==> src/rtl/seq_calculator.sv <==
// Multi-cycle unsigned add/sub/mul/div; add, sub and div-by-zero take 1 cycle, mul/div take WIDTH+1.
// Requests are taken only while o_ready is high; a start during RUN is dropped, not queued.
module seq_calculator #(
    parameter int WIDTH = 8
) (
    input  logic             i_clk,
    input  logic             i_reset_n,
    input  logic             i_start,
    input  logic [WIDTH-1:0] i_A,
    input  logic [WIDTH-1:0] i_B,
    input  logic [1:0]       i_Sel,
    output logic             o_ready,
    output logic             o_done,
    output logic [WIDTH-1:0] o_Result,
    output logic [WIDTH-1:0] o_ResultHi,
    output logic             o_Carry,
    output logic             o_DivZero
);

    localparam int CW = $clog2(WIDTH + 1);

    localparam logic [1:0] S_IDLE = 2'd0;
    localparam logic [1:0] S_RUN  = 2'd1;
    localparam logic [1:0] S_DONE = 2'd2;

    logic [1:0]       r_state;
    logic [CW-1:0]    r_cnt;
    logic             r_div;
    logic [WIDTH-1:0] r_b;
    logic [WIDTH-1:0] r_hi;
    logic [WIDTH-1:0] r_lo;

    logic             w_accept;
    logic [WIDTH:0]   w_add;
    logic [WIDTH:0]   w_sub;
    logic [WIDTH:0]   w_mul_sum;
    logic [WIDTH:0]   w_div_sh;
    logic             w_div_ge;
    logic [WIDTH-1:0] w_div_rem;
    logic [WIDTH-1:0] w_nxt_hi;
    logic [WIDTH-1:0] w_nxt_lo;

    assign o_ready  = (r_state != S_RUN);
    assign o_done   = (r_state == S_DONE);
    assign w_accept = i_start && (r_state != S_RUN);

    // Zero-extended subtract: bit WIDTH is the borrow, i.e. A < B.
    assign w_add = {1'b0, i_A} + {1'b0, i_B};
    assign w_sub = {1'b0, i_A} - {1'b0, i_B};

    // Shift-add multiply: r_hi accumulates, r_lo shifts multiplier out / product in.
    assign w_mul_sum = {1'b0, r_hi} + (r_lo[0] ? {1'b0, r_b} : {(WIDTH+1){1'b0}});

    // Restoring divide: r_hi is the partial remainder, r_lo shifts dividend out / quotient in.
    assign w_div_sh  = {r_hi, r_lo[WIDTH-1]};
    assign w_div_ge  = (w_div_sh >= {1'b0, r_b});
    assign w_div_rem = w_div_sh[WIDTH-1:0] - r_b;

    always_comb begin
        w_nxt_hi = w_mul_sum[WIDTH:1];
        w_nxt_lo = {w_mul_sum[0], r_lo[WIDTH-1:1]};
        if (r_div) begin
            w_nxt_hi = w_div_ge ? w_div_rem : w_div_sh[WIDTH-1:0];
            w_nxt_lo = {r_lo[WIDTH-2:0], w_div_ge};
        end
    end

    always_ff @(posedge i_clk or negedge i_reset_n) begin
        if (!i_reset_n) begin
            r_state    <= S_IDLE;
            r_cnt      <= '0;
            r_div      <= 1'b0;
            r_b        <= '0;
            r_hi       <= '0;
            r_lo       <= '0;
            o_Result   <= '0;
            o_ResultHi <= '0;
            o_Carry    <= 1'b0;
            o_DivZero  <= 1'b0;
        end else if (w_accept) begin
            r_div <= i_Sel[0];
            r_b   <= i_B;
            r_hi  <= '0;
            r_lo  <= i_A;
            r_cnt <= CW'(WIDTH);
            case (i_Sel)
                2'b00: begin
                    o_Result   <= w_add[WIDTH-1:0];
                    o_ResultHi <= '0;
                    o_Carry    <= w_add[WIDTH];
                    o_DivZero  <= 1'b0;
                    r_state    <= S_DONE;
                end
                2'b01: begin
                    o_Result   <= w_sub[WIDTH-1:0];
                    o_ResultHi <= '0;
                    o_Carry    <= w_sub[WIDTH];
                    o_DivZero  <= 1'b0;
                    r_state    <= S_DONE;
                end
                2'b10: r_state <= S_RUN;
                default: begin
                    if (i_B == '0) begin
                        o_Result   <= '0;
                        o_ResultHi <= '0;
                        o_Carry    <= 1'b0;
                        o_DivZero  <= 1'b1;
                        r_state    <= S_DONE;
                    end else begin
                        r_state <= S_RUN;
                    end
                end
            endcase
        end else begin
            case (r_state)
                S_RUN: begin
                    r_hi  <= w_nxt_hi;
                    r_lo  <= w_nxt_lo;
                    r_cnt <= r_cnt - CW'(1);
                    if (r_cnt == CW'(1)) begin
                        o_Result   <= w_nxt_lo;
                        o_ResultHi <= w_nxt_hi;
                        o_Carry    <= r_div ? 1'b0 : (w_nxt_hi != '0);
                        o_DivZero  <= 1'b0;
                        r_state    <= S_DONE;
                    end
                end
                S_DONE:  r_state <= S_IDLE;
                default: r_state <= S_IDLE;
            endcase
        end
    end

endmodule

==> config.mk <==
export PLATFORM = sky130hd
export DESIGN_NAME = seq_calculator
export DESIGN_NICKNAME = d
export VERILOG_FILES = /design/src/rtl/seq_calculator.sv
export SDC_FILE = /design/constraint.sdc
export NUM_CORES = 1
export LEC_CHECK = 0
export CAP_MARGIN = 20
export CORE_AREA = 2 2 93 95
export DETAILED_ROUTE_END_ITERATION = 8
export DIE_AREA = 0 0 95 97
export GPL_TIMING_DRIVEN = 0
export MAX_ROUTING_LAYER = met4
export PLACE_DENSITY_LB_ADDON = 0.25
export SLEW_MARGIN = 20
export SYNTH_ARGS = -nofsm -noshare
export SYNTH_HDL_FRONTEND = slang
export SYNTH_SLANG_ARGS = --single-unit
==> constraint.sdc <==
create_clock -name i_clk -period 3.3 [get_ports i_clk]
set_clock_uncertainty 0.1 [all_clocks]
set_input_delay 0.825 -clock i_clk [delete_from_list [all_inputs] [get_ports i_clk]]
set_output_delay 0.825 -clock i_clk [all_outputs]
set_load 0.02 [all_outputs]
# Word level (Yosys, flattened, before mapping)
# Cells that the tools add are included.
# totals
register_bits	49
in_bits	21
out_inout_bits	20
wordCells	70
# op_classes
addsub	5
n_lt_le_gt_ge	1
n_eq_ne	10
mux	35
reduce_logical	9
# ops
operator	n
$mux 8	15
$pmux 8 s3	1
$add 8x8->9	2
$pmux 8 s2	1
$ge 9x8->1	1
$mux 1	9
$sub 8x8->9	1
$logic_not 8->1	1
$mux 2	4
$mux 4	2
$reduce_and 4->1	2
$reduce_bool 8->1	1
$sub 8x8->8	1
$eq 2x1->1 const B	2
$eq 2x2->1 const B	2
$eq 4x1->1 const B	1
$ne 4x1->1 const B	1
$pmux 2 s2	1
$reduce_bool 2->1	2
$sub 4x1->4 const B	1
$ne 3x2->1 const B	1
$ne 3x3->1 const B	1
$pmux 1 s3	1
$logic_not 2->1	1
5 further kinds	5

# Depth between registers and ports, before layout
# logic_depth
word_depth	8
depth_mapped	12
depth_no_buf	12

# Least setup slack after synthesis
# No wires, ideal clock.
# synth_path
path_type	input-to-reg
from	input port i_A[0]
to	register o_Carry
setup_ns	0.082
arrival_ns	2.539
required_ns	3.118
path_slack_ns	0.579
stages	11
path_buffers	0
cell_sequence	inv_1 > ha_1 > inv_1 > fa_1 > a21oi_1 > o211ai_1 > o41ai_1 > a211oi_1 > nand4_1 > and4b_1 > a31oi_1
# synth_between
elab_chain_cells	3
word_cells_on_any_way	4
classes_between	add/sub (2); mux (2)
# synth_lines
element	line	text
from (decl)	9	input logic [WIDTH-1:0] i_A,
$sub 8x8->9 / $add 8x8->9 (equally long branches)	49, 48	
$pmux 1 s3 (*)	86	case (i_Sel)
$mux 1 (*)	80	end else if (w_accept) begin
to (signal assigned)	90	o_Carry <= w_add[WIDTH];
to (signal assigned)	97	o_Carry <= w_sub[WIDTH];
to (signal assigned)	123	o_Carry <= r_div ? 1'b0 : (w_nxt_hi != '0);
to (decl)	16	output logic o_Carry,
# Every way passes the cells marked *; elsewhere a longest branch is shown, timed or not.
# A chain may end at the register's enable or synchronous reset.

# Final worst setup path
# layout_path
from	input port i_B[4]
to	register o_Carry
# layout_between
elab_chain_cells	3
word_cells_on_any_way	7
classes_between	add/sub (2); eq/ne (1); mux (2); reduce/logical (2)
# layout_lines
element	line	text
from (decl)	10	input logic [WIDTH-1:0] i_B,
$sub 8x8->9, or another cell as far along	49	assign w_sub = {1'b0, i_A} - {1'b0, i_B};
$pmux 1 s3 / $ne 4x1->1 (equally long branches)	-	
$mux 1 / $reduce_and 4->1 (equally long branches)	-	
# Parallel ways exist; a longest one is shown, timed or not.

==> metrics.yaml <==
final-max-slew-violation-count: 0
gp_routability_congestion: 0.899
netlist_instances: 427
synth-edff-count: 0
fp-row-count: 33
globalRouteOverflowTotal: 0
synth_nets: 486
biggest_area_contributors_in_the_synthesized_netlist: "sky130_fd_sc_hd__dfrtp_1 (34%), sky130_fd_sc_hd__ha_1 (12%), sky130_fd_sc_hd__o21ai_0 (8.1%)"
pin_count_of_the_biggest_net_entering_global_routing: 50
clockBufferDepth: 2
synthArstFlopShare_pct: 100
count_of_inserted_antenna_diode_cells: 0
first_iter_violations: 150
internal_power_contribution_mw: 2.09
p_leak_nw: 1.90
timing.max_cap.violations: 0
holdWs_ns: 0.393
dp_hpwl_um: 7300
cp_data_arrival_time_ns: 3.28
p_seq_share_pct: 26.8
critical_path.reg2reg.endpoint: "o_Carry$_DFFE_PN0P_"
mappedNetlistArea_mm2: 0.00363
power.net_switching_mw: 1.82
yosys.area.top_type_share_pct: 33.7
die_h_um: 97
clk_latency_ns: 0.32
synth_area_per_cell_um2: 8.51
adder_cell_area_share_of_the_yosys_netlist_pct: 13.9
clock-root-buffer: "sky130_fd_sc_hd__clkbuf_8"
layout-area-overhead-vs-synth_pct: 17.8
route.vias.total: 3215
core_region_area_mm2: 0.00813
status: "finished clean"
totalNegativeSetupSlack_ns: 0
dp.cells: 572
number_of_global_route_vias_before_repair: 3147
min_from: "o_ResultHi[5]$_DFFE_PN0P_"
finalCritPeriodShare_pct: 96.7
met1_track_usage_gr_pct: 28.0
report.final.setup_viol: 0
met3_usage_pct: 2.34
worst_pin_slew_ns: 0.648
global_route.peak_usage_layer: "met2"
design.final.nets: 530
synth.lib_cells_used.distinct: 49
synth_xor_area_share_pct: 3.61
power_frac_clock_pct: 10.1
reg2reg_setup_slack_ns: 0.45
critical_path_peak_fanout: 8
ys_top_cells_by_count: "sky130_fd_sc_hd__o21ai_0 (59), sky130_fd_sc_hd__dfrtp_1 (49), sky130_fd_sc_hd__nand2_1 (39), sky130_fd_sc_hd__inv_1 (35), sky130_fd_sc_hd__ha_1 (34)"
p_per_area_mw_per_mm2: 915
fp.dieW_um: 95
power_mw: 3.92
clock-sinks: 49
synthSimpleGateAreaFrac_pct: 14.7
required_ns: 3.39
clk_transition_reported_paths_ns: 0.10
grt_use_total_pct: 21.9
detail_route.vias_per_cell: 5.57
initial_util_pct: 44.7
dominant_combinational_cell_family_by_area_after_synthesis: "compound AO/OA/AOI/OAI gates"
max_freq_ghz: 0.313
io_pins: 41
count_of_non_filler_cells_in_the_finished_layout: 577
port-buffer-count: 40
report.final.hold_viol_count: 0
wirelength_um: 9340
slew_headroom_pct: 56.8
grt_util_met2_pct: 36.9
ir_drop_mv: 0.266
dominantRegCellSynth: "sky130_fd_sc_hd__dfrtp_1"
cts_inserted_buffers: 5
comb_power_share_pct: 63.2
drive_above_1_share_pct: 5.08
dieArea_mm2: 0.00922
setup.worst_path.start_class: "input pin"
synth-seq-area-share_pct: 33.7
area_fraction_in_compound_gates_after_synthesis_pct: 24.3
post-synth-top-area-cell: "sky130_fd_sc_hd__dfrtp_1"
r2r.worst_path.cells: 12
cts_hold_repair.buffers: 0
post_layout_utilization_of_the_core_pct: 52.6
period_minus_slack_ns: 3.19
synth-warning-count: 0
power_switching_share_pct: 46.6
synth_most_common_cell: "sky130_fd_sc_hd__o21ai_0"
timing_worst_setup_path_type: "input pin to flop"
drc: 0
synth-seq-cells: 49
antenna_violating_nets_post_route: 0
whs_endpoint: "o_ResultHi[5]$_DFFE_PN0P_"
clock_tree_from_tritoncts: "done"
grt_first_pass_wirelength_um: 15400
yosys-mux-area-fraction_pct: 3.75
type_of_the_worst_min_delay_path: "flop to flop"
routedWlPerCell_um: 16.2
drt_pass1_iterations: 4
htreeDepth: 2
worstSetupEndpointType: "flop"
antenna_found_initial: 0
worstReg2RegStart: "r_lo[0]$_DFFE_PN0P_"
timing.hold.worst_path_depth: 2
rsz0062_at_grt: "yes"
worst max-delay path, cell delays in order:
cell and delay [ns]:
sky130_fd_sc_hd__clkdlybuf4s50_1 0.56, sky130_fd_sc_hd__inv_1 0.07, sky130_fd_sc_hd__ha_1 0.42, sky130_fd_sc_hd__nand3_1 0.11, sky130_fd_sc_hd__o211ai_1 0.32, sky130_fd_sc_hd__o41ai_2 0.12, sky130_fd_sc_hd__a211oi_2 0.32, sky130_fd_sc_hd__nand4_1 0.13
sky130_fd_sc_hd__and4b_1 0.31, sky130_fd_sc_hd__a31oi_1 0.10
registers in the layout (all words and copies together), names as in the netlist:
| name | cells |
|---|---|
| o_DivZero | 1 |
| r_b | 8 |
| r_cnt | 4 |
| r_div | 1 |
| o_Result | 8 |
| o_ResultHi | 8 |
| r_state | 2 |
| r_hi | 8 |
| o_Carry | 1 |
| r_lo | 8 |
stage by stage:
step / area, um2 / setup WS, ns
after floorplan: 3630 / 0.579
after global placement: 4170 / -0.403
after detailed placement: 4160 / -0.412
after CTS: 4280 / 0.00875
after global routing: 4280 / -0.0118
final: 4280 / 0.109
layout make-up:
cell class | count | area [um2]
inverter | 37 | 139
tap | 105 | 131
multi-input combinational | 323 | 2210
fill | 784 | 3850
sequential | 49 | 1230
clock buffer | 6 | 82.6
timing repair buffer | 40 | 403
clock inverter | 2 | 17.5
buffer | 15 | 66.3
power by group through the flow:
stage | Clock (mW) | Sequential (mW) | Combinational (mW)
global route | 0.423 | 1.08 | 2.77
global placement | 0 | 1.06 | 2.43
detailed placement | 0 | 1.06 | 2.47
CTS | 0.400 | 1.05 | 2.49
floorplan | 0 | 1.11 | 1.68
finish | 0.394 | 1.05 | 2.48
metal layers:
layer	vias to the layer above	wire length, um
li1	1592	-
met1	1538	4270
met2	73	4510
met3	12	373
met4	0	190
met5	-	0
cells in the final DEF (no fill, tap or decap), types with 12 or more instances in the layout:
cell type	n
sky130_fd_sc_hd__a21oi_1	29
sky130_fd_sc_hd__nand2_1	39
sky130_fd_sc_hd__nand3_1	18
sky130_fd_sc_hd__o21ai_0	59
sky130_fd_sc_hd__inv_1	35
sky130_fd_sc_hd__ha_1	33
sky130_fd_sc_hd__o21a_1	12
sky130_fd_sc_hd__clkdlybuf4s50_1	37
sky130_fd_sc_hd__dfrtp_1	49
sky130_fd_sc_hd__nor2_1	21
what timing repair did:
action,4_1_cts,5_1_grt
setup buffers,0,0
gates resized for setup,4,3
setup endpoints to repair,1,2
pin swaps,0,2
how the worst max path moves through the flow:
stage | start | endpoint | slack (ns) | depth (start not counted)
6_report | i_B[4] | o_Carry$_DFFE_PN0P_ | 0.11 | 10
5_1_grt | i_B[5] | o_Carry$_DFFE_PN0P_ | -0.01 | 10
4_1_cts | i_B[0] | o_Carry$_DFFE_PN0P_ | 0.009 | 11
3_5_place_dp | i_B[0] | o_Carry$_DFFE_PN0P_ | -0.41 | 11
3_3_place_gp | i_B[0] | o_Carry$_DFFE_PN0P_ | -0.40 | 11
2_1_floorplan | i_A[0] | o_Carry$_DFFE_PN0P_ | 0.58 | 11
cells by family (layout without fill, tap and decap cells):
kind of cell	Yosys count	in the layout
xor gates and xnor gates	15	15
and+or+nand+nor	113	113
adders and majority gates	38	38
AOI/OAI and AO/OA	144	144
DFF	49	49
buffers and inverters	55	100
muxes	13	13
(Power assumes the default switching activity.)
